<file path="src/rtl/alu_pkg.sv">
// Shared definitions for the registered 32-bit ALU: op codes and default width.
package alu_pkg;

    localparam int DWIDTH_DEF = 32;

    // Op code is {mode, opsel}; mode=1 selects the logic group.
    typedef enum logic [3:0] {
        OP_ADD    = 4'h0,
        OP_SUBWB  = 4'h1,
        OP_MOV    = 4'h2,
        OP_SUB    = 4'h3,
        OP_INC    = 4'h4,
        OP_DEC    = 4'h5,
        OP_ADDINC = 4'h6,
        OP_LAND   = 4'h8,
        OP_LOR    = 4'h9,
        OP_LXOR   = 4'hA,
        OP_LNOT   = 4'hB,
        OP_MOVE   = 4'hC,
        OP_LSHL   = 4'hD
    } op_e;

endpackage

</file>
<file path="src/rtl/alu_addsub.sv">
// Shared adder for all arithmetic ops; subtract is a + ~b + cin with borrow = ~cout.
module alu_addsub
    import alu_pkg::*;
#(
    parameter int DWIDTH = DWIDTH_DEF
) (
    input  logic [DWIDTH-1:0] a,
    input  logic [DWIDTH-1:0] b,
    input  logic              inv_b,
    input  logic              cin,
    output logic [DWIDTH-1:0] sum,
    output logic              cout,
    output logic              ovf
);

    logic [DWIDTH-1:0] b_eff;

    always_comb begin
        b_eff       = inv_b ? ~b : b;
        {cout, sum} = {1'b0, a} + {1'b0, b_eff} + {{DWIDTH{1'b0}}, cin};
        // Overflow judged on the operands the adder actually sees.
        ovf         = (a[DWIDTH-1] == b_eff[DWIDTH-1]) && (sum[DWIDTH-1] != a[DWIDTH-1]);
    end

endmodule

</file>
<file path="src/rtl/alu_32_bit.sv">
// Registered ALU: op decode, logic/shift mux and output flag registers (1-cycle latency).
module alu_32_bit
    import alu_pkg::*;
#(
    parameter int DWIDTH = DWIDTH_DEF
) (
    input  logic              clk,
    input  logic              rst,
    input  logic [DWIDTH-1:0] op1,
    input  logic [DWIDTH-1:0] op2,
    input  logic [2:0]        opsel,
    input  logic              mode,
    output logic [DWIDTH-1:0] result,
    output logic              c_flag,
    output logic              z_flag,
    output logic              o_flag,
    output logic              s_flag
);

    localparam int SHW = $clog2(DWIDTH);

    op_e               op;
    logic [DWIDTH-1:0] as_b, as_sum;
    logic              as_inv, as_cin, as_cout, as_ovf;
    logic [DWIDTH:0]   shl_ext;

    logic [DWIDTH-1:0] result_d, result_q;
    logic              c_flag_d, c_flag_q;
    logic              z_flag_d, z_flag_q;
    logic              o_flag_d, o_flag_q;
    logic              s_flag_d, s_flag_q;

    assign op = op_e'({mode, opsel});

    always_comb begin
        as_b   = op2;
        as_inv = 1'b0;
        as_cin = 1'b0;
        unique case (op)
            OP_SUBWB:  begin as_inv = 1'b1; as_cin = ~c_flag_q; end
            OP_SUB:    begin as_inv = 1'b1; as_cin = 1'b1; end
            OP_INC:    as_b = DWIDTH'(1);
            OP_DEC:    begin as_b = DWIDTH'(1); as_inv = 1'b1; as_cin = 1'b1; end
            OP_ADDINC: as_cin = 1'b1;
            default:   ;
        endcase
    end

    alu_addsub #(.DWIDTH(DWIDTH)) u_addsub (
        .a     (op1),
        .b     (as_b),
        .inv_b (as_inv),
        .cin   (as_cin),
        .sum   (as_sum),
        .cout  (as_cout),
        .ovf   (as_ovf)
    );

    // Extra top bit catches the last bit shifted out; stays 0 for a zero shift.
    assign shl_ext = {1'b0, op1} << op2[SHW-1:0];

    always_comb begin
        result_d = '0;
        c_flag_d = 1'b0;
        o_flag_d = 1'b0;
        case (op)
            OP_ADD, OP_INC, OP_ADDINC: begin
                result_d = as_sum;
                c_flag_d = as_cout;
                o_flag_d = as_ovf;
            end
            OP_SUBWB, OP_SUB, OP_DEC: begin
                result_d = as_sum;
                c_flag_d = ~as_cout;
                o_flag_d = as_ovf;
            end
            OP_MOV:  result_d = op1;
            OP_LAND: result_d = op1 & op2;
            OP_LOR:  result_d = op1 | op2;
            OP_LXOR: result_d = op1 ^ op2;
            OP_LNOT: result_d = ~op1;
            OP_MOVE: result_d = op2;
            OP_LSHL: begin
                result_d = shl_ext[DWIDTH-1:0];
                c_flag_d = shl_ext[DWIDTH];
            end
            default: ;
        endcase
        z_flag_d = (result_d == '0);
        s_flag_d = result_d[DWIDTH-1];
    end

    always_ff @(posedge clk or posedge rst) begin
        if (rst) begin
            result_q <= '0;
            c_flag_q <= 1'b0;
            z_flag_q <= 1'b0;
            o_flag_q <= 1'b0;
            s_flag_q <= 1'b0;
        end else begin
            result_q <= result_d;
            c_flag_q <= c_flag_d;
            z_flag_q <= z_flag_d;
            o_flag_q <= o_flag_d;
            s_flag_q <= s_flag_d;
        end
    end

    assign result = result_q;
    assign c_flag = c_flag_q;
    assign z_flag = z_flag_q;
    assign o_flag = o_flag_q;
    assign s_flag = s_flag_q;

endmodule

</file>
<file path="config.mk">
export PLATFORM = sky130hd
export DESIGN_NAME = alu_32_bit
export DESIGN_NICKNAME = d
export VERILOG_FILES = /design/src/rtl/alu_pkg.sv /design/src/rtl/alu_addsub.sv /design/src/rtl/alu_32_bit.sv
export SDC_FILE = /design/constraint.sdc
export NUM_CORES = 1
export LEC_CHECK = 0
export CORE_MARGIN = 2
export CORE_UTILIZATION = 45
export CTS_CLUSTER_SIZE = 40
export DETAILED_ROUTE_END_ITERATION = 7
export PLACE_DENSITY_LB_ADDON = 0.2
export SETUP_SLACK_MARGIN = 0.15
export SYNTH_ARGS = -nofsm -noshare
export SYNTH_HDL_FRONTEND = slang
export SYNTH_SLANG_ARGS = --single-unit
</file>
<file path="constraint.sdc">
create_clock -name clk -period 4.62 [get_ports clk]
set_input_delay 0.924 -clock clk [delete_from_list [all_inputs] [get_ports clk]]
set_output_delay 0.924 -clock clk [all_outputs]
set_load 0.01 [all_outputs]
</file>
==> flow_summary.rst <==
.. list-table::
   :header-rows: 1

   * - Metric
     - Value
   * - Synth area leader
     - ha_1
   * - Register share of total power
     - around 14%
   * - DRC violation count after routing
     - 0
   * - Most frequently used cell type in the post-synthesis netlist
     - nand2_1
   * - Number of levels in the clock H-tree
     - 2
   * - Highest ir drop seen on vdd
     - 145 uV
   * - Number of global-route vias before repair
     - 9575
   * - Effective utilization at floorplan
     - 46.2%
   * - Primary flip-flop cell chosen by synthesis mapping
     - dfrtp_1
   * - Antenna violation net count after detailed routing
     - 0
   * - Final critical-path share of the clock period
     - 99.1%
   * - Final critical path time including I/O delays and setup
     - approximately 4600 ps
   * - Proportion of synthesized chip area in sequential cells
     - a little over a tenth
   * - Clock tree buffer depth
     - 2
   * - CP endpoint kind
     - register
   * - Sinks on the clock net
     - 35
   * - FFs w/ async S/R, synth
     - between 90% and 100%
   * - Post-Synthesis Cells
     - 1088
   * - Clock root buffer
     - clkbuf_16
   * - Number of vias in the routed layout
     - 10200
   * - Placer's final routability congestion estimate
     - just over 1
   * - GRT Residual Overflow
     - 0
   * - Fin area
     - between 10000 and 15000 um^2
   * - Utilization after layout
     - ~66%
   * - Worst Path Class, Setup
     - input port to register
   * - Combinational group share of total power
     - 69.1%
   * - Power density cells
     - between 200 and 250 nW/um^2
   * - Type of the most critical hold path
     - input port to asynchronous set/reset pin
   * - Capture instance of the worst register-to-register path
     - z_flag$_DFF_PP0_
   * - Run status
     - complete, no violations
   * - Max-cap check violation count
     - 0
   * - DRT iter0 DRCs
     - 1164
   * - Net count of the mapped netlist
     - 1256
   * - Largest fanout of any net on the critical path
     - 4
   * - Core Region
     - between 15000 and 20000 um^2
   * - Distinct cell type count of the synthesized netlist
     - 84
   * - Synth Area per Inst
     - roughly 7.7 um^2
   * - Depth of the worst register-to-register path
     - 17
   * - Buffers & Inverters on Critical Path
     - 5
   * - Post-synth top area share
     - between 10% and 20%
   * - Antenna violations before repair
     - 1
   * - Register bit total from synthesis
     - 35
   * - Antenna diodes
     - 0
   * - Fraction of power consumed by the clock network
     - between 10% and 20%
   * - Critical path's slowest cell
     - fa_2
   * - Fraction of power spent switching nets
     - between 40% and 50%
   * - Switching pwr
     - 1.12 mW
   * - Die span in y
     - roughly 140 um
   * - GRT Overall Usage
     - between 30% and 40%
   * - Worst clock skew on the final layout
     - ~17 ps
   * - Post-synthesis instance area
     - 8350 um^2
   * - Worst-path clk slew
     - ~80 ps
   * - Worst-Skew Late Latency
     - 310 ps
   * - Ratio of cells with drive above 1 in the final layout
     - 27.1%
   * - Num ports
     - roughly 110
   * - Reg-to-Reg Start
     - c_flag$_DFF_PP0_
   * - Number of filler cells placed in the layout
     - ~1500
   * - Clock buffer count from CTS
     - 5
   * - Layout area overhead
     - 43.3%
   * - Count of yosys warnings during synthesis
     - 0
   * - Number of synthesized flops with an enable pin
     - 0
   * - Actual transition at the worst max-transition pin
     - 846 ps
   * - Final wirelength
     - between 30000 and 40000 um
   * - Data arrival time of the critical path
     - about 4800 ps
   * - Number of nets in the finished design
     - ~1600
   * - CTS tree
     - done
   * - Row count
     - 49
   * - Maximum number of pins on one net before global-route repair
     - 44
   * - Critical path launch point type
     - input port
   * - Routed wire per std cell
     - 22.5 um
   * - Slew HR
     - between 40% and 50%
   * - Worst stage delay on the critical path
     - between 500 and 600 ps
   * - Crit path launch
     - opsel[1]
   * - Floorplan die area
     - 19700 um^2
   * - Detailed-router iteration count before antenna repair
     - 5
   * - Detailed placer's ending HPWL
     - about 28000 um
   * - Number of failing setup endpoints in the final timing report
     - 0
   * - Maximum operating frequency
     - about 220 MHz
   * - Leading post-synthesis cells by cell area
     - ha_1, dfrtp_1, mux2i_1, mux4_2, nand2_1
   * - Setup repair after global routing missed its margin
     - true
   * - List of cells traversed by the critical path
     - buf_8 > or3_4 > nand2_4 > xnor2_4 > fa_2 > inv_2 > fa_2 > inv_2 > o211ai_1 > a31oi_1 > nor3_2 > buf_4 > o311ai_2 > or4_4 > or4_4 > nor4_4 > buf_4 > nand3_2 > nor4_2
   * - Design internal power
     - 1.52 mW
   * - Cell family with most CP delay
     - simple AND/OR/NAND/NOR gates
   * - Static power due to leakage
     - 5.70 nW
   * - CP Data Required Time
     - 4820 ps
   * - Floorplan die width
     - approximately 140 um
   * - Reg-to-reg setup timing slack
     - around 610 ps
   * - PortBufs
     - 105
   * - Wire length of the first global-routing pass
     - around 56000 um
   * - Count of hold-fix buffers inserted at cts
     - 0
   * - List of most frequent post-synthesis cells
     - nand2_1, ha_1, mux2i_1
   * - Placed inst area
     - between 10000 and 15000 um^2
   * - Via density per instance
     - between 6 and 7
   * - Pins Over Slew Limit
     - 0
   * - Hold Fails Final Rpt
     - 0
[through the flow]
stage / power (mW) / instances / setup WS [ps] / setup TNS, ps / hold slack [ps]
after global routing: 2.78 / 1632 / -83.4 / -83.4 / 1110
after CTS: 2.56 / 1631 / -101 / -101 / 1080
after detailed placement: 2.04 / 1597 / -794 / -2660 / 1400
after global placement: 2.03 / 1597 / -768 / -2390 / 1380
final: 2.64 / 1632 / 39.5 / 0 / 1060
after floorplan: 1.23 / 1088 / -746 / -992 / 1070
[layer usage]
layer | share of wire [%] | up-vias | global-route usage (%)
li1 | - | 4650 | -
met1 | 41 | 4760 | 50.1
met2 | 43 | 661 | 57.0
met3 | 10 | 143 | 6.05
met4 | 6.1 | 2 | 18.2
met5 | 0.033 | - | 0
[cells in the final DEF, fill, tap and decap left out, types with 22 or more instances in the layout]
cell             synthesis  routed
inv_1                   78      75
a21oi_1                 74      67
nand3_1                 25      23
nor2_1                  67      66
xor2_1                  39      38
clkdlybuf4s50_1          0      98
mux2i_1                 85      85
nor3_1                  24      22
o22ai_1                 26      26
dfrtp_1                 35      35
buf_4                    3     251
ha_1                    96      96
a22oi_1                 26      26
nand2_1                111     108
o21ai_0                 46      39
[registers in the layout, summed over array words and instances, names as in the netlist]
signal / cells
result: 32
z_flag: 1
o_flag: 1
c_flag: 1
[cell families (layout without fill, tap and decap cells)]
kind of cell | after synthesis | in the layout | share of synthesized area, %
flops | 35 | 35 | 10.5
simple gates | 316 | 316 | 18.5
xor+xnor | 46 | 46 | 4.82
compound gates | 309 | 309 | 24.8
buf+inv | 156 | 471 | 7.47
fa+ha+maj | 98 | 98 | 14.9
mux | 128 | 128 | 19.0
[worst min-delay path: cells and delay by family]
| kind | cells | cell delay [ps] |
|---|---|---|
| buffers and inverters | 3 | 890 |
[worst max path at each step]
stage | end | depth (start not counted)
after floorplan | z_flag$_DFF_PP0_ | 24
after global placement | z_flag$_DFF_PP0_ | 17
after detailed placement | z_flag$_DFF_PP0_ | 17
after CTS | z_flag$_DFF_PP0_ | 17
after global routing | z_flag$_DFF_PP0_ | 19
final | z_flag$_DFF_PP0_ | 19
[cell type report]
type                            instances  area, um^2  area share, %
Tap cell                              229         287           2.39
Multi-Input combinational cell        897        7110           59.4
Sequential cell                        35         876           7.32
Clock buffer                            5         125           1.05
Timing Repair Buffer                  379        3220           26.9
Inverter                               84         315           2.63
Clock inverter                          3        43.8          0.366
[power by group through the flow]
stage	sequential [mW]	combinational (mW)	clock, mW
6_report	0.380	1.82	0.434
5_1_grt	0.386	1.94	0.448
4_1_cts	0.381	1.74	0.438
3_5_place_dp	0.387	1.65	0
3_3_place_gp	0.386	1.64	0
2_1_floorplan	0.418	0.814	0
[repair_timing]
item,in CTS,in global routing
setup buffers,25,1
gates cloned,1,0
setup endpoints to repair,6,3
pin swaps,22,13
resized for setup,39,28
No activity file was read; power rests on OpenSTA's default activity.
